`src/rtl/bus_trace_pkg.sv`:
```
// Shared encodings and record geometry for the Z180 bus trace FIFO.
package bus_trace_pkg;

    typedef enum logic [1:0] {
        MODE_OFF  = 2'b00,
        MODE_MEM  = 2'b01,
        MODE_IO   = 2'b10,
        MODE_BOTH = 2'b11
    } trace_mode_e;

    // byte0 layout: {MREQ, IORQ, RD, WR, M1, OVF, 2'b00}
    localparam int B0_MREQ = 7;
    localparam int B0_IORQ = 6;
    localparam int B0_RD   = 5;
    localparam int B0_WR   = 4;
    localparam int B0_M1   = 3;
    localparam int B0_OVF  = 2;

    localparam logic [7:0] RD_EMPTY_BYTE = 8'hFF;

    function automatic int rec_bytes(input int addr_w, input int data_w);
        return 1 + (addr_w + 7) / 8 + data_w / 8;
    endfunction

endpackage

```
`src/rtl/trace_fifo.sv`:
```
// Synchronous record FIFO with occupancy count; push and pop may share an edge.
module trace_fifo #(
    parameter int WIDTH = 8,
    parameter int DEPTH = 4
) (
    input  logic                     clk,
    input  logic                     reset,
    input  logic                     push,
    input  logic [WIDTH-1:0]         push_data,
    input  logic                     pop,
    output logic [WIDTH-1:0]         head,
    output logic                     full,
    output logic                     empty,
    output logic [$clog2(DEPTH):0]   count
);

    localparam int PTR_W = $clog2(DEPTH);
    localparam int CNT_W = PTR_W + 1;

    logic [WIDTH-1:0] mem [DEPTH];
    logic [PTR_W-1:0] wr_ptr;
    logic [PTR_W-1:0] rd_ptr;
    logic             do_push;
    logic             do_pop;

    // A pop on the same edge frees the slot a full-FIFO push needs.
    assign do_pop  = pop && !empty;
    assign do_push = push && (!full || do_pop);

    assign full  = (count == CNT_W'(DEPTH));
    assign empty = (count == '0);
    assign head  = mem[rd_ptr];

    always_ff @(posedge clk) begin
        if (do_push) begin
            mem[wr_ptr] <= push_data;
        end
    end

    always_ff @(posedge clk) begin
        if (reset) begin
            wr_ptr <= '0;
            rd_ptr <= '0;
            count  <= '0;
        end else begin
            if (do_push) begin
                wr_ptr <= wr_ptr + PTR_W'(1);
            end
            if (do_pop) begin
                rd_ptr <= rd_ptr + PTR_W'(1);
            end
            if (do_push && !do_pop) begin
                count <= count + CNT_W'(1);
            end else if (do_pop && !do_push) begin
                count <= count - CNT_W'(1);
            end
        end
    end

endmodule

```
`src/rtl/bus_trace_fifo.sv`:
```
// Captures qualifying Z180 bus cycles into a record FIFO and serialises them bytewise.
// Optional address window filter enabled by defining BUS_TRACE_MATCH_EN.
module bus_trace_fifo
    import bus_trace_pkg::*;
#(
    parameter int ADDR_W = 20,
    parameter int DATA_W = 8,
    parameter int DEPTH  = 4
) (
    input  logic                   PHI,
    input  logic                   RESET,
    input  logic [ADDR_W-1:0]      A,
    input  logic [DATA_W-1:0]      D,
    input  logic                   MREQ,
    input  logic                   IORQ,
    input  logic                   RD,
    input  logic                   WR,
    input  logic                   M1,
    input  logic [1:0]             MODE,
    input  logic                   STALL,
    input  logic                   STEP,
    input  logic                   RD_REQ,
`ifdef BUS_TRACE_MATCH_EN
    input  logic [ADDR_W-1:0]      MATCH_LO,
    input  logic [ADDR_W-1:0]      MATCH_HI,
`endif
    output logic [7:0]             RD_DATA,
    output logic                   RD_VALID,
    output logic                   RD_LAST,
    output logic                   EMPTY,
    output logic [$clog2(DEPTH):0] COUNT,
    output logic                   WAIT_REQ
);

    localparam int REC_BYTES = rec_bytes(ADDR_W, DATA_W);
    localparam int REC_W     = REC_BYTES * 8;
    localparam int ADDR_PW   = 8 * ((ADDR_W + 7) / 8);
    localparam int IDX_W     = $clog2(REC_BYTES);
    localparam logic [IDX_W-1:0] LAST_IDX = IDX_W'(REC_BYTES - 1);

    logic              armed;
    logic              pend_valid;
    logic [7:0]        pend_b0;
    logic [ADDR_W-1:0] pend_addr;
    logic [DATA_W-1:0] pend_data;
    logic              ovf;
    logic              stall_hold;
    logic              step_hold;
    logic [IDX_W-1:0]  rd_idx;

    logic              cycle_active;
    logic              in_range;
    logic              qualify;
    logic              capture;
    logic              accept;
    logic              drop;
    logic              push;
    logic              pop;
    logic              full;
    logic              empty;
    logic [7:0]        cap_b0;
    logic [7:0]        byte0;
    logic [ADDR_PW-1:0] addr_pad;
    logic [REC_W-1:0]  push_rec;
    logic [REC_W-1:0]  head_rec;
    logic [7:0]        head_byte;

`ifdef BUS_TRACE_MATCH_EN
    assign in_range = (A >= MATCH_LO) && (A <= MATCH_HI);
`else
    assign in_range = 1'b1;
`endif

    // A second capture while one is still pending can only be dropped.
    always_comb begin
        cycle_active = !MREQ || !IORQ;
        qualify = in_range &&
                  ((!MREQ && (MODE == MODE_MEM || MODE == MODE_BOTH)) ||
                   (!IORQ && M1 && (MODE == MODE_IO || MODE == MODE_BOTH)));
        capture = armed && cycle_active && (!RD || !WR);
        accept  = capture && qualify && !pend_valid && (!full || STALL);
        drop    = capture && qualify && (pend_valid || (full && !STALL));
        push    = pend_valid && !full;
        pop     = RD_REQ && !empty && (rd_idx == LAST_IDX);
    end

    always_comb begin
        cap_b0          = '0;
        cap_b0[B0_MREQ] = MREQ;
        cap_b0[B0_IORQ] = IORQ;
        cap_b0[B0_RD]   = RD;
        cap_b0[B0_WR]   = WR;
        cap_b0[B0_M1]   = M1;
        byte0           = pend_b0;
        byte0[B0_OVF]   = ovf;
        addr_pad        = '0;
        addr_pad[ADDR_W-1:0] = pend_addr;
        push_rec        = {byte0, addr_pad, pend_data};
        head_byte       = head_rec[REC_W-1 -: 8];
        for (int i = 0; i < REC_BYTES; i++) begin
            if (rd_idx == IDX_W'(i)) begin
                head_byte = head_rec[REC_W-1-8*i -: 8];
            end
        end
    end

    // OVF is stamped at push time, so a drop after the push still survives.
    always_ff @(posedge PHI) begin
        if (RESET) begin
            armed      <= 1'b0;
            pend_valid <= 1'b0;
            pend_b0    <= '0;
            pend_addr  <= '0;
            pend_data  <= '0;
            ovf        <= 1'b0;
            stall_hold <= 1'b0;
            step_hold  <= 1'b0;
        end else begin
            if (!cycle_active) begin
                armed <= 1'b1;
            end else if (capture) begin
                armed <= 1'b0;
            end
            if (accept) begin
                pend_valid <= 1'b1;
                pend_b0    <= cap_b0;
                pend_addr  <= A;
                pend_data  <= D;
            end else if (push) begin
                pend_valid <= 1'b0;
            end
            if (push) begin
                ovf <= 1'b0;
            end
            if (drop) begin
                ovf <= 1'b1;
            end
            stall_hold <= (accept && full) || (pend_valid && full);
            if (push && STEP) begin
                step_hold <= 1'b1;
            end else if (empty) begin
                step_hold <= 1'b0;
            end
        end
    end

    always_ff @(posedge PHI) begin
        if (RESET) begin
            RD_DATA  <= RD_EMPTY_BYTE;
            RD_VALID <= 1'b0;
            RD_LAST  <= 1'b0;
            rd_idx   <= '0;
        end else begin
            RD_VALID <= 1'b0;
            RD_LAST  <= 1'b0;
            if (RD_REQ) begin
                RD_VALID <= 1'b1;
                if (empty) begin
                    RD_DATA <= RD_EMPTY_BYTE;
                    RD_LAST <= 1'b1;
                end else begin
                    RD_DATA <= head_byte;
                    if (rd_idx == LAST_IDX) begin
                        RD_LAST <= 1'b1;
                        rd_idx  <= '0;
                    end else begin
                        rd_idx <= rd_idx + IDX_W'(1);
                    end
                end
            end
        end
    end

    trace_fifo #(
        .WIDTH (REC_W),
        .DEPTH (DEPTH)
    ) u_fifo (
        .clk       (PHI),
        .reset     (RESET),
        .push      (push),
        .push_data (push_rec),
        .pop       (pop),
        .head      (head_rec),
        .full      (full),
        .empty     (empty),
        .count     (COUNT)
    );

    assign EMPTY    = empty;
    assign WAIT_REQ = stall_hold | step_hold;

endmodule

```
`config.mk`:
```
export PLATFORM = sky130hd
export DESIGN_NAME = bus_trace_fifo
export DESIGN_NICKNAME = d
export VERILOG_FILES = /design/src/rtl/bus_trace_pkg.sv /design/src/rtl/trace_fifo.sv /design/src/rtl/bus_trace_fifo.sv
export SDC_FILE = /design/constraint.sdc
export NUM_CORES = 1
export LEC_CHECK = 0
export CAP_MARGIN = 20
export CORE_MARGIN = 1.5
export CORE_UTILIZATION = 58
export DETAILED_ROUTE_END_ITERATION = 10
export PLACE_DENSITY = 0.79
export SLEW_MARGIN = 0
export SYNTH_ARGS = -nofsm -noshare
export SYNTH_HDL_FRONTEND = slang
export SYNTH_SLANG_ARGS = --single-unit
```
`constraint.sdc`:
```
create_clock -name PHI -period 3.4 [get_ports PHI]
set_clock_uncertainty 0.1 [all_clocks]
set_input_delay 0.34 -clock PHI [delete_from_list [all_inputs] [get_ports PHI]]
set_output_delay 0.34 -clock PHI [all_outputs]
set_load 0.02 [all_outputs]
```
* Word level (Yosys, flattened, before mapping)
Memory sizes are Yosys's and may differ from the RTL's. A register that Yosys moved wholly into a read port is not among the register bits.
Index checks and enable logic that the tools add are counted.
** Operators by class
- Multiplexer cells :: 22
- Reductions and logical operators :: 46
- Equality and inequality tests :: 9
- Bitwise gates (word level) :: 3
- Add/subtract/negate cells :: 5
** Operators by type and width (count)
- 2-to-1 mux 8 bit :: 5
- logical AND 1 bit :: 20
- 2-to-1 mux 1 bit :: 12
- logical NOT 1 bit :: 10
- logical OR 1 bit :: 9
- 2-to-1 mux 3 bit :: 3
- nonzero test 2 bit :: 4
- adder 3 x 1 -> 3 bit (second input constant) :: 2
- == test 3 x 2 -> 1 bit (second input constant) :: 2
- == test 3 bit (second input constant) :: 2
- adder 2 x 1 -> 2 bit (second input constant) :: 2
- == test 2 bit (second input constant) :: 2
- 2-to-1 mux 2 bit :: 2
- == test 3 x 1 -> 1 bit (second input constant) :: 1
- logical NOT 3 bit :: 1
- subtractor 3 x 1 -> 3 bit (second input constant) :: 1
- == test 2 x 1 -> 1 bit (second input constant) :: 1
- inequality test 2 x 1 -> 1 bit (second input constant) :: 1
- inverter 1 bit :: 2
- AND reduction 2 bit :: 1
- OR reduction 2 bit :: 1
- bitwise OR 1 bit :: 1
** Storage, ports and cells
- Bits of input ports :: 40
- Output and inout bits :: 15
- Register bits :: 58
- Memories kept :: 1
- Bits in writable memories :: 136
** Memories
- u_fifo.mem :: words 4, width 34, rd ports 1, clocked after Yosys merged registers in 1, wr ports 1, line trace_fifo.sv:20 : logic [WIDTH-1:0] mem [DEPTH];

* Longest topological paths before layout
- Word-level depth :: 11
- Depth in mapped cells :: 11
- Depth with buffers taken out :: 10

* Cells and area by module
Synthesis repeated with hierarchy kept, for this count alone.
** Second synthesis, totals
- Cell total of the unflattened synthesis :: 522
- Area, all modules :: 8788.4 sq um
** By module, submodules not included
- trace_fifo :: area an instance 6256.0 sq um, times used 1, seq. area each 4984.8 sq um, cells an instance 257
- bus_trace_fifo :: area an instance 2532.4 sq um, times used 1, seq. area each 1021.0 sq um, cells an instance 265

* Least setup slack after synthesis
No wires, ideal clock.
- Path kind :: flip-flop to flip-flop
- From :: register rd_idx[0]
- To :: register u_fifo.count[2]
- Arrival time :: 2.242 ns
- Required time :: 3.230 ns
- Slack :: 0.987 ns
- Path buffers :: 1
- Period minus slack after synthesis :: 2.413 ns
- Cell stages (with the launch flop) :: 12
- Cell sequence :: dfxtp_1 inv_1 ha_1 and2_1 clkbuf_1 nand3_1 ha_1 inv_1 fa_1 xor2_1 or3_1 a21oi_1
** Between the ends
- Longest elaborated chain between the ends :: 8
- Elaborated cells on any way between the ends :: 11
- Those cells by class :: eq/ne: 1; mux: 1; reduce/logical: 9
** Ends and longest elaborated chain
- start: declaration :: line bus_trace_fifo.sv:49 : logic [IDX_W-1:0] rd_idx;
- start signal: assignment :: line bus_trace_fifo.sv:167 : rd_idx <= rd_idx + IDX_W'(1);
- == test 3 bit (*) :: line bus_trace_fifo.sv:84 : pop = RD_REQ && !empty && (rd_idx == LAST_IDX);
- logical AND 1 bit (*) :: line bus_trace_fifo.sv:84
- logical AND 1 bit (*) :: line trace_fifo.sv:27 : assign do_pop = pop && !empty;
- logical OR 1 bit :: line trace_fifo.sv:28 : assign do_push = push && (!full || do_pop);
- logical AND 1 bit :: line trace_fifo.sv:28
- logical NOT 1 bit :: line trace_fifo.sv:54 : end else if (do_pop && !do_push) begin
- logical AND 1 bit :: line trace_fifo.sv:54
- nonzero test 2 bit (no line)
- end signal: assignment :: line trace_fifo.sv:53 : count <= count + CNT_W'(1);
- end signal: assignment :: line trace_fifo.sv:55 : count <= count - CNT_W'(1);
- end: declaration :: line trace_fifo.sv:14 : output logic [$clog2(DEPTH):0] count
Mark *: on every way between the ends. The rest lies on a longest branch, timed or not.
A chain may end at the register's enable or synchronous reset.

* Worst setup path in the final report
Ends and elaborated chain as after synthesis.

==> out/qor.csv <==
metric,value,unit
final_cell_mix,"136 x edfxtp_1, 59 x dfxtp_1, 53 x clkdlybuf4s50_1",
pwr-share-seq,0.553,
fill_cells,821,
fin_util,0.703,
p_leak,3.02,nW
clockBufferDepth,2,
yosys_warnings,0,
required,3.66,ns
status,finished clean,
async_reset_ff_frac,0,
synthToLayoutAreaGrowth,16.6,%
hold_class,input pin to register,
fin_crit,2.56,ns
totalPowerFinal,4.60,mW
netlist_instances,524,
slowest_delay,0.39,ns
regArea,5290,um2
comb_power_share,0.025,
crit_path_cell_trace,"inv_1, ha_1, and2_1, nand3_1, ha_1, inv_1, fa_1, xor2_1, or3_1, a21oi_1",
antenna_cells,0,
wirelength,15400,um
ys.flop_type,edfxtp_1,
cts_made_buffers,17,
whs,0.280,ns
swShare,0.184,
p_per_area,513,nW/um2
dieWidth,118,um
remaining_drc_errors,0,
die_y,118,um
ys_ff_latch,196,
hold_viol,0,
hold_buffers,0,
cts-root-buf,clkbuf_16,
final_cell_area,8970,um2
setup_viol,0,
postCtsResizedCells,0,
grt_util_all_layers,0.236,
fin_nets,625,
syn_nets,575,
vdd_drop_max,0.000432,V
p_clk_frac,0.422,
grt_pass1_wl,24700,um
end_kind,register,
drive_above_1_share,0.107,
io_pins,55,
setup-tns-final,0,ns
hpwl,8910,um
seq_area_frac_synth,0.686,
wl_per_cell,20.3,um
cts_tree,built,
p_int,3.76,mW
placed_cell_area,8380,um2
postCtsSetupBuffers,0,
first_global_vias,4545,
synth_cell_types,51,
final_common_cell,edfxtp_1,
maxCapViolCount,0,
grt_overflow,0,
cts.sinks,196,
place_congestion,0.849,
worst_pin_slew,0.924,ns
max_freq,391,MHz
worst-setup-path-type,register to register,
syn_area,7700,um2
first_pass_iters,5,
vias,4611,
htreeDepth,4,
core,12800,um2
rsz0062_at_grt,false,
crit_path_start_kind,register,
path_buf_inv,2,
dieArea,14000,um2
antenna_found_initial,0,
initial_core_util,0.603,
maxSlewViolCount,0,
slew_headroom,0.379,
detail_route.vias_per_cell,6.08,
drt_iter0_markers,400,
synth-edff-count,136,
multiInputGateArea,2210,um2
syn_avg_cell_area,14.7,um2
portBuffers,54,
clkTransAtPathRegs,0.07,ns
cp_max_fo,6,
row_count,41,
cpLargestDelayFamily,adder cells,
grt_max_degree,60,
arrival,2.82,ns
switchingPower,0.846,mW
fin_crit_sh,0.753,
postRouteAntennaNets,0,
slowest_stage,dfxtp_1,
clock_latency,0.43,ns
## cell type report
cell class	instances	share of cell area
clock buffer	28	0.0565
clock inverter	4	0.00809
inverter	13	0.00544
multi-input combinational	280	0.246
sequential	196	0.589
tap	172	0.0240
timing repair buffer	66	0.0711
## cells in the mapped netlist, drive strengths merged (3+ instances only)
master,number,area share
a21oi,44,0.029
nor3,7,0.0046
a31oi,4,0.0032
dfxtp,60,0.16
nand3,37,0.024
o21ai,37,0.024
edfxtp,136,0.53
a21o,4,0.0039
mux2i,19,0.025
buf,12,0.011
ha,10,0.016
nor4,3,0.0024
inv,13,0.0063
mux4,24,0.075
o31ai,3,0.0029
mux2,4,0.0059
nor2b,4,0.0032
nor2,18,0.0088
xnor2,3,0.0034
a22oi,7,0.0068
clkbuf,23,0.011
nand2,11,0.0054
and3,4,0.0032
o22ai,8,0.0065
## worst paths after layout
kind / start / end / slack [ns] / cells past startpoint
worst min register to register: pend_addr[4] / u_fifo.mem[1][12] / 0.39 / 0
worst max-delay path: rd_idx[0] / u_fifo.count[2] / 0.84 / 10
worst max register to register: rd_idx[0] / u_fifo.count[2] / 0.84 / 10
worst min-delay path: RESET / step_hold / 0.28 / 2
## power by group through the flow
stage          registers (mW)  clock network (mW)  logic, mW
2_1_floorplan            2.60                   0     0.0402
3_5_place_dp             2.60                   0      0.111
4_1_cts                  2.55                1.97      0.113
3_3_place_gp             2.60                   0      0.110
6_report                 2.55                1.94      0.115
5_1_grt                  2.55                2.07      0.124
## registers in the layout, summed over array words and instances (netlist names), 2 cells and up, named ones only
signal and count:
pend_addr 20, pend_b0 5, u_fifo.rd_ptr 2, u_fifo.count 3
pend_data 8, RD_DATA 8, u_fifo.wr_ptr 2, u_fifo.mem 136
rd_idx 3
## per-layer routing
metal  track usage  share of wire
met4        0.0938          0.024
met2         0.386           0.49
met1         0.312           0.41
met5             0              0
met3        0.0492          0.072
## through the flow
stage / cells / setup WS [ns]
after global placement: 726 / 0.843
after CTS: 758 / 0.843
final: 759 / 0.839
after global routing: 759 / 0.681
after floorplan: 524 / 0.987
after detailed placement: 726 / 0.726
## cell families after synthesis
logic type	share of synthesized area
buffers and inverters	0.0281
and+or+nand+nor	0.0601
xor gates and xnor gates	0.00569
AOI/OAI and AO/OA	0.0956
DFF	0.686
muxes	0.105
adders and majority gates	0.0189
No activity file was read; power rests on OpenSTA's default activity.
